[src/rtl/id_ex_alu_issue.sv]
// ID/EX issue stage for the EX-stage ALU: decodes MIPS opcode/funct into the
// 3-bit ALU control code, selects/extends operands and registers them with stall/flush.
module id_ex_alu_issue #(
  parameter int W = 32
) (
  input  logic         clk,
  input  logic         rst_n,
  input  logic         id_valid,
  input  logic         stall,
  input  logic         flush,
  input  logic [5:0]   opcode,
  input  logic [5:0]   funct,
  input  logic [4:0]   shamt,
  input  logic [15:0]  imm16,
  input  logic [W-1:0] rs_data,
  input  logic [W-1:0] rt_data,
  output logic         ex_valid,
  output logic [W-1:0] ex_A,
  output logic [W-1:0] ex_B,
  output logic [2:0]   ex_alu_ctr,
  output logic         ex_ovf_chk,
  output logic         ex_illegal
);

  localparam logic [2:0] ALU_AND = 3'b000;
  localparam logic [2:0] ALU_OR  = 3'b001;
  localparam logic [2:0] ALU_ADD = 3'b010;
  localparam logic [2:0] ALU_XOR = 3'b011;
  localparam logic [2:0] ALU_SLL = 3'b100;
  localparam logic [2:0] ALU_SRL = 3'b101;
  localparam logic [2:0] ALU_SUB = 3'b110;
  localparam logic [2:0] ALU_SLT = 3'b111;

  logic [W-1:0] sext_s;
  logic [W-1:0] zext_s;
  logic [W-1:0] shamt_s;
  logic [W-1:0] lui_s;

  assign sext_s  = {{(W-16){imm16[15]}}, imm16};
  assign zext_s  = {{(W-16){1'b0}}, imm16};
  assign shamt_s = {{(W-5){1'b0}}, shamt};
  assign lui_s   = {imm16, {(W-16){1'b0}}};

  logic [W-1:0] dec_a_s;
  logic [W-1:0] dec_b_s;
  logic [2:0]   dec_ctr_s;
  logic         dec_chk_s;
  logic         dec_ill_s;

  // Combinational decode; unknown encodings fall through to the illegal defaults.
  always_comb begin
    dec_a_s   = {W{1'b0}};
    dec_b_s   = {W{1'b0}};
    dec_ctr_s = ALU_ADD;
    dec_chk_s = 1'b0;
    dec_ill_s = 1'b0;
    case (opcode)
      6'h00: begin
        case (funct)
          6'h20: begin dec_ctr_s = ALU_ADD; dec_a_s = rs_data; dec_b_s = rt_data; dec_chk_s = 1'b1; end
          6'h21: begin dec_ctr_s = ALU_ADD; dec_a_s = rs_data; dec_b_s = rt_data; end
          6'h22: begin dec_ctr_s = ALU_SUB; dec_a_s = rs_data; dec_b_s = rt_data; dec_chk_s = 1'b1; end
          6'h23: begin dec_ctr_s = ALU_SUB; dec_a_s = rs_data; dec_b_s = rt_data; end
          6'h24: begin dec_ctr_s = ALU_AND; dec_a_s = rs_data; dec_b_s = rt_data; end
          6'h25: begin dec_ctr_s = ALU_OR;  dec_a_s = rs_data; dec_b_s = rt_data; end
          6'h26: begin dec_ctr_s = ALU_XOR; dec_a_s = rs_data; dec_b_s = rt_data; end
          6'h2A: begin dec_ctr_s = ALU_SLT; dec_a_s = rs_data; dec_b_s = rt_data; end
          6'h00: begin dec_ctr_s = ALU_SLL; dec_a_s = rt_data; dec_b_s = shamt_s; end
          6'h02: begin dec_ctr_s = ALU_SRL; dec_a_s = rt_data; dec_b_s = shamt_s; end
          6'h04: begin dec_ctr_s = ALU_SLL; dec_a_s = rt_data; dec_b_s = rs_data; end
          6'h06: begin dec_ctr_s = ALU_SRL; dec_a_s = rt_data; dec_b_s = rs_data; end
          default: dec_ill_s = 1'b1;
        endcase
      end
      6'h08: begin dec_ctr_s = ALU_ADD; dec_a_s = rs_data; dec_b_s = sext_s; dec_chk_s = 1'b1; end
      6'h09: begin dec_ctr_s = ALU_ADD; dec_a_s = rs_data; dec_b_s = sext_s; end
      6'h0A: begin dec_ctr_s = ALU_SLT; dec_a_s = rs_data; dec_b_s = sext_s; end
      6'h0C: begin dec_ctr_s = ALU_AND; dec_a_s = rs_data; dec_b_s = zext_s; end
      6'h0D: begin dec_ctr_s = ALU_OR;  dec_a_s = rs_data; dec_b_s = zext_s; end
      6'h0E: begin dec_ctr_s = ALU_XOR; dec_a_s = rs_data; dec_b_s = zext_s; end
      6'h0F: begin dec_ctr_s = ALU_OR;  dec_a_s = lui_s;   dec_b_s = {W{1'b0}}; end
      6'h23, 6'h2B: begin dec_ctr_s = ALU_ADD; dec_a_s = rs_data; dec_b_s = sext_s; end
      6'h04, 6'h05: begin dec_ctr_s = ALU_SUB; dec_a_s = rs_data; dec_b_s = rt_data; end
      default: dec_ill_s = 1'b1;
    endcase
  end

  logic         valid_q, valid_d;
  logic [W-1:0] a_q, a_d;
  logic [W-1:0] b_q, b_d;
  logic [2:0]   ctr_q, ctr_d;
  logic         chk_q, chk_d;
  logic         ill_q, ill_d;

  // Next-state priority: flush bubble, stall hold, idle bubble, then load.
  always_comb begin
    valid_d = valid_q;
    a_d     = a_q;
    b_d     = b_q;
    ctr_d   = ctr_q;
    chk_d   = chk_q;
    ill_d   = ill_q;
    if (flush || (!stall && !id_valid)) begin
      valid_d = 1'b0;
      a_d     = {W{1'b0}};
      b_d     = {W{1'b0}};
      ctr_d   = 3'b000;
      chk_d   = 1'b0;
      ill_d   = 1'b0;
    end else if (!stall) begin
      valid_d = 1'b1;
      a_d     = dec_a_s;
      b_d     = dec_b_s;
      ctr_d   = dec_ctr_s;
      chk_d   = dec_chk_s;
      ill_d   = dec_ill_s;
    end else begin
      valid_d = valid_q;
    end
  end

  // ID/EX pipeline register.
  always_ff @(posedge clk or negedge rst_n) begin
    if (!rst_n) begin
      valid_q <= 1'b0;
      a_q     <= {W{1'b0}};
      b_q     <= {W{1'b0}};
      ctr_q   <= 3'b000;
      chk_q   <= 1'b0;
      ill_q   <= 1'b0;
    end else begin
      valid_q <= valid_d;
      a_q     <= a_d;
      b_q     <= b_d;
      ctr_q   <= ctr_d;
      chk_q   <= chk_d;
      ill_q   <= ill_d;
    end
  end

  assign ex_valid   = valid_q;
  assign ex_A       = a_q;
  assign ex_B       = b_q;
  assign ex_alu_ctr = ctr_q;
  assign ex_ovf_chk = chk_q;
  assign ex_illegal = ill_q;

endmodule

[config.mk]
export PLATFORM = sky130hd
export DESIGN_NAME = id_ex_alu_issue
export DESIGN_NICKNAME = d
export VERILOG_FILES = /design/src/rtl/id_ex_alu_issue.sv
export SDC_FILE = /design/constraint.sdc
export NUM_CORES = 1
export LEC_CHECK = 0
export BUFFER_PORTS_ARGS = -buffer_cell sky130_fd_sc_hd__buf_2
export CAP_MARGIN = 10
export CORE_MARGIN = 3
export CORE_UTILIZATION = 40
export CTS_CLUSTER_DIAMETER = 200
export CTS_CLUSTER_SIZE = 10
export DETAILED_ROUTE_END_ITERATION = 8
export PLACE_DENSITY_LB_ADDON = 0.15
export SYNTH_ARGS = -nofsm -noshare
export SYNTH_HDL_FRONTEND = slang
export SYNTH_SLANG_ARGS = --single-unit
[constraint.sdc]
create_clock -name clk -period 0.8 [get_ports clk]
set_input_delay 0.24 -clock clk [delete_from_list [all_inputs] [get_ports clk]]
set_output_delay 0.24 -clock clk [all_outputs]
set_load 0.01 [all_outputs]
* Word level (Yosys, flattened, before mapping)
Index checks and enable logic that the tools add are counted.
Cells by class: multiplexer cells 22, equality and inequality tests 23, reductions and logical operators 21
Operators with widths (count):
- case mux 32 bit (3 select lines) | 2
- two-way mux 32 bit | 4
- case mux 32 bit (4 select lines) | 1
- case mux 32 bit (2 select lines) | 1
- equality test 6 bit, second input constant | 10
- equality test 6 x 4 -> 1 bit, second input constant | 7
- equality test 6 x 3 -> 1 bit, second input constant | 4
- case mux 3 bit (7 select lines) | 1
- case mux 3 bit (6 select lines) | 1
- OR reduction 2 bit | 8
- logical NOT 6 bit | 2
- OR reduction 12 bit | 1
- OR reduction 11 bit | 1
- OR reduction 10 bit | 1
- two-way mux 1 bit | 8
- OR reduction 8 bit | 1
- equality test 6 x 2 -> 1 bit, second input constant | 1
- two-way mux 3 bit | 2
- OR reduction 5 bit | 1
- case mux 1 bit (2 select lines) | 2
- OR reduction 4 bit | 1
- OR reduction 3 bit | 1
- logical NOT 1 bit | 2
- inequality test 2 x 1 -> 1 bit, second input constant | 1
- other kinds (2) | 2
Storage, ports and cells: bits in registers 70, output and inout bits 70, logic and storage cells 72, bits of input ports 102

* Depth between registers and ports, before layout
depth after elaboration 6, gate-level depth with buffers 8, depth with buffers taken out 5

* Worst setup path before layout
OpenSTA, ideal clock, no wires.
kind input-to-reg, start point in funct[3], end point reg b_q[5] (netlist: ex_B[5]), arrival time 1.740 ns, path buffers 2, path slack -1.006 ns, stages on the path 7, required time 0.734 ns, library setup time 0.066 ns, cell sequence buf_2 or4_4 nor4_4 buf_6 a32oi_1 o21ai_1 a31o_1
Between the ends: cells in the longest elaborated chain, start to end 6, elaborated cells between the ends (all ways) 19, those cells by class 11 x eq/ne; 4 x mux; 4 x reduce/logical
Ends and longest elaborated chain:
- start: declaration | RTL line 12 | input logic [5:0] funct,
- equality test 6 bit (tied with other cells) | RTL line 59 | case (funct)
- OR reduction 8 bit (no line) or OR reduction 2 bit (tied branches)
- case mux 32 bit (3 select lines) (*) | RTL line 59
- case mux 32 bit (4 select lines) (*) | RTL line 57 | case (opcode)
- two-way mux 32 bit (*) | RTL line 110 | end else if (!stall) begin
- two-way mux 32 bit (*) | RTL line 103 | if (flush || (!stall && !id_valid)) begin
- end signal: assignment | RTL line 127 | b_q <= {W{1'b0}};
- end: declaration | RTL line 90 | logic [W-1:0] b_q, b_d;
Mark *: on every way between the ends. The rest lies on a longest branch, timed or not. The select of a mux whose other input is x is not followed. A chain may end at the register's enable or synchronous reset.

* Worst setup path after layout
start point in opcode[1], end point reg b_q[25] (netlist: ex_B[25])
Between the ends: cells in the longest elaborated chain, start to end 5, elaborated cells between the ends (all ways) 17, those cells by class 10 x eq/ne; 3 x mux; 4 x reduce/logical
Ends and longest elaborated chain:
- start: declaration | RTL line 11 | input logic [5:0] opcode,
- equality test 6 bit (tied with other cells) | RTL line 57
- OR reduction 5 bit (no line) (tied with other cells)
- case mux 32 bit (4 select lines) (*) | RTL line 57
- two-way mux 32 bit (*) | RTL line 110
- two-way mux 32 bit (*) | RTL line 103
Marked as above.

==> flow_summary.rst <==
.. list-table::
   :header-rows: 1

   * - Metric
     - Value
   * - Adder-cell area share of the yosys netlist
     - 0.235%
   * - Switching component of the power
     - 2.42 mW
   * - Vias in the first global route
     - 5133
   * - Detailed-router iteration count before antenna repair
     - 7
   * - Fraction of registers with async set/reset
     - 100%
   * - Overall routed net length
     - 18.5 mm
   * - Number of primary I/O pins
     - 172
   * - Post-Synthesis Cell Area
     - approximately 4300 um^2
   * - Share of cells above drive strength 1
     - 52.8%
   * - TritonCTS Buffers
     - 9
   * - Detailed-route via count
     - 5374
   * - Placed instance count
     - 845
   * - Post-layout minimum cycle time
     - 1.56 ns
   * - Starting Density
     - 41.3%
   * - Synth Flop Type
     - sky130_fd_sc_hd__dfrtp_1
   * - Category of the most critical setup path
     - in2reg
   * - Largest family of logic cells by synthesized area
     - compound AO/OA/AOI/OAI gates
   * - Sequential-to-total area share from yosys stat
     - roughly two fifths
   * - Part of the power in combinational logic
     - 20.6%
   * - Status
     - complete, but fails checks
   * - CP max FO
     - 13
   * - Maximum count of clock buffers along a single path
     - 2
   * - Number of enable flip-flop cells after synthesis
     - 0
   * - Post-synthesis to final-layout area growth
     - 75.1%
   * - Initial antenna violation count
     - 0
   * - Total congestion overflow
     - 0
   * - GRT Util Overall
     - 29.4%
   * - Multiplexer fraction of the synthesized cell area
     - 1.58%
   * - Total power draw
     - 8.65 mW
   * - Mean Syn Cell Area
     - slightly above 9 um^2
   * - Per-cell routed wire length
     - 20.4 um
   * - Max stage delay on crit path
     - 0.56 ns
   * - Starting DRT DRC Count
     - 604
   * - Row cnt
     - 37
   * - Synth Area in XOR/XNOR
     - 0%
   * - Number of fill cells
     - 753
   * - Worst min-delay path class
     - in2reg
   * - Global-route wire length before repair
     - 27.0 mm
   * - Required @ worst endpoint
     - 1.10 ns
   * - Share of power burned in the clock network
     - about two fifths
   * - Cell-internal power
     - between 6 and 7 mW
   * - Clock Pin Slew Worst Setup and Hold Paths
     - 0.09 ns
   * - Hpwl dp
     - 12.2 mm
   * - Nets in the synthesized netlist
     - approximately 560
   * - Part of the cycle the worst path needs
     - 195%
   * - Skew final
     - 0 ns
   * - Buffers & Inverters on Critical Path
     - 4
   * - Power per unit of standard cell area
     - 1160 nW/um^2
   * - Cell-by-cell listing of the critical path
     - buf_6 > or4_4 > buf_6 > nor4_4 > buf_6 > clkbuf_16 > a22oi_1 > o21ai_1 > a31o_1
   * - Worst Slack Setup Final
     - -0.757 ns
   * - Area of the core
     - ~10000 um^2
   * - Remaining antenna violation count after routing
     - 0
   * - Chip Width
     - 109 um
   * - Share of total power consumed by net switching
     - 27.9%
   * - CTS H-tree depth
     - 3
   * - Max Clk Rate
     - 642 MHz
   * - Arrival time at the worst endpoint
     - ~1.9 ns
   * - Final Setup Violations
     - 139
   * - Kind of end point of the critical path
     - flip-flop
   * - Placer congestion estimate
     - ~0.9
   * - Final Instance Area
     - 7470 um^2
   * - Synth Area in Compound Gates
     - a little over a third
   * - Worst skew pair latency
     - 0.35 ns
   * - Number of standard cells in the final layout excluding fillers
     - about 910
   * - Count of final max-slew check failures
     - 0
   * - Worst slew slack as a fraction of its limit
     - 72.2%
   * - Number of instances in the synthesized netlist
     - 460
   * - Pleak
     - 3.58 nW
   * - Kind of cell with the highest combined delay on the critical path
     - simple AND/OR/NAND/NOR gates
   * - DRC
     - 0
   * - Worst path most repeated cell
     - sky130_fd_sc_hd__buf_6
   * - Sequential share of power
     - 41.3%
   * - Synthesized flop and latch total
     - 70
   * - Post-Place Worst Slack
     - -1.09 ns
   * - Via-per-instance ratio
     - 5.92
   * - Antenna Cells
     - 0
   * - Simple-Gate Fraction of Synth Area
     - 16.2%
   * - Count of buffers from port buffering
     - 171
   * - Die height
     - 109 um
   * - Maximum VDD drop
     - 0.000889 V
   * - Failing checks
     - setup timing
   * - Warnings from Yosys
     - 0
   * - Element type at the critical path start
     - input port
   * - Clock net sink count
     - 70
   * - Transition at the pin with the smallest max-transition slack
     - 0.416 ns
   * - Floorplan die area
     - between 10000 and 15000 um^2
   * - Post-place instance area
     - 6210 um^2
   * - Hold violation total from the final report
     - 0
   * - Root buffer selected by CTS
     - sky130_fd_sc_hd__clkbuf_8
   * - Critical Path Slowest Stage Cell
     - sky130_fd_sc_hd__or4_4
   * - TritonCTS clock tree
     - done
   * - Distinct cell type count of the synthesized netlist
     - 51
   * - Largest net degree at the start of global routing
     - 56
   * - Unrepaired setup endpoints after global routing
     - true
   * - Max cap viols
     - 0
   * - Fin nets
     - 870
cell usage in the layout, fill, tap and decap left out, types with 4 or more instances in the layout:
master and n:
sky130_fd_sc_hd__a21o_1 16, sky130_fd_sc_hd__a21oi_1 7, sky130_fd_sc_hd__a21oi_2 4, sky130_fd_sc_hd__a222oi_1 16, sky130_fd_sc_hd__a22o_1 18, sky130_fd_sc_hd__a22oi_1 7, sky130_fd_sc_hd__a22oi_2 9, sky130_fd_sc_hd__a31o_1 31
sky130_fd_sc_hd__a32oi_1 31, sky130_fd_sc_hd__buf_12 15, sky130_fd_sc_hd__buf_2 132, sky130_fd_sc_hd__buf_4 117, sky130_fd_sc_hd__buf_6 68, sky130_fd_sc_hd__clkbuf_8 10, sky130_fd_sc_hd__dfrtp_1 70, sky130_fd_sc_hd__inv_1 5
sky130_fd_sc_hd__mux2_2 6, sky130_fd_sc_hd__nand2_1 58, sky130_fd_sc_hd__nand2b_1 5, sky130_fd_sc_hd__nand3_1 34, sky130_fd_sc_hd__nor2b_1 5, sky130_fd_sc_hd__o21ai_1 32
cell type report:
type	instances	area [um^2]	share of cell area [%]
repair buffers	341	2810	37.6
clock buffers	10	138	1.84
clock inverters	5	83.8	1.12
flip-flops and latches	70	1750	23.5
inverters	7	26.3	0.352
well taps	136	170	2.28
multi-input cells	339	2490	33.3
sequential cells by signal, summed over array words and instances (netlist names):
register	flops
ex_alu_ctr	3
ex_B	32
ex_A	32
ex_ovf_chk	1
ex_illegal	1
ex_valid	1
per-layer routing:
layer  wire length, um  vias up  global-route usage [%]  part of all wire, %
met2              9150      319                    48.4                   49
met3              1900       45                    5.57                   10
met1              7000     2574                    38.0                   38
met5                 0        -                       0                    0
li1                  -     2436                       -                    -
met4               432        0                    11.6                  2.3
through the flow:
step	TNS, ns	util [%]	hold slack [ns]
floorplan	-56.86	-	-0.0556
global placement	-68.02	60.1	0.254
detailed placement	-70.00	60.1	0.254
CTS	-67.27	68.4	0.0926
global route	-75.18	72.3	0.0869
finish	-70.28	72.3	0.103
power groups by stage:
| stage | sequential, mW | clock (mW) | combinational, mW |
|---|---|---|---|
| detailed placement | 3.64 | 0 | 1.51 |
| global placement | 3.64 | 0 | 1.49 |
| floorplan | 3.65 | 0 | 0.498 |
| finish | 3.57 | 3.30 | 1.78 |
| CTS | 3.57 | 3.35 | 1.66 |
| global route | 3.57 | 3.51 | 1.88 |
final timing paths:
check / startpoint / to / slack [ns] / cells past startpoint
worst max-delay path: opcode[1] / ex_B[25] / -0.76 / 9
worst min-delay path: rs_data[9] / ex_A[9] / 0.10 / 2
worst max register to register: ex_A[25] / ex_A[25] / -0.33 / 2
worst min register to register: ex_alu_ctr[0] / ex_alu_ctr[0] / 0.57 / 3
max in group asynchronous: rst_n / ex_B[2] / 0.09 / 3
min in group asynchronous: rst_n / ex_A[19] / 0.42 / 3
cell usage after synthesis, drive strengths merged (2+ instances only):
| library cell | instances | share of area (%) |
|---|---|---|
| dfrtp | 70 | 41 |
| nand2 | 60 | 5.3 |
| o21ai | 37 | 4.3 |
| nand3 | 34 | 4.0 |
| a32oi | 33 | 6.8 |
| a31o | 31 | 6.4 |
| clkbuf | 28 | 2.5 |
| a22o | 18 | 3.7 |
| a21o | 16 | 2.8 |
| a222oi | 16 | 3.8 |
| a22oi | 16 | 2.8 |
| buf | 16 | 2.3 |
| a21oi | 11 | 1.4 |
| inv | 7 | 0.62 |
| mux2 | 6 | 1.6 |
| nand2b | 6 | 0.88 |
| nor2 | 6 | 0.70 |
| nor2b | 6 | 0.88 |
| nor3 | 5 | 0.82 |
| or2 | 5 | 0.73 |
| a31oi | 3 | 0.44 |
| o221ai | 3 | 0.76 |
| and2 | 2 | 0.29 |
| nand4b | 2 | 0.41 |
| nor3b | 2 | 0.35 |
| nor4 | 2 | 0.65 |
| o211ai | 2 | 0.35 |
| o21a | 2 | 0.35 |
| o22ai | 2 | 0.29 |
| or4 | 2 | 0.53 |
kinds of logic (layout without fill, tap and decap cells):
logic type / count (synthesis) / in the layout
AO/OA/AOI/OAI: 196 / 196
AND/OR/NAND/NOR: 136 / 136
flip-flops: 70 / 70
buffers and inverters: 51 / 363
multiplexers: 6 / 6
adder cells (fa/ha/maj): 1 / 1
repair_timing:
action / 4_1_cts / 5_1_grt
cloned: 3 / 3
hold buffers: 1 / 0
pin swaps: 12 / 12
endpoints found under the hold margin: 70 / 0
gates resized for setup: 79 / 41
setup buffers: 24 / 17
setup endpoints to repair: 139 / 139
Note: power is estimated with default switching activity, not from simulation.
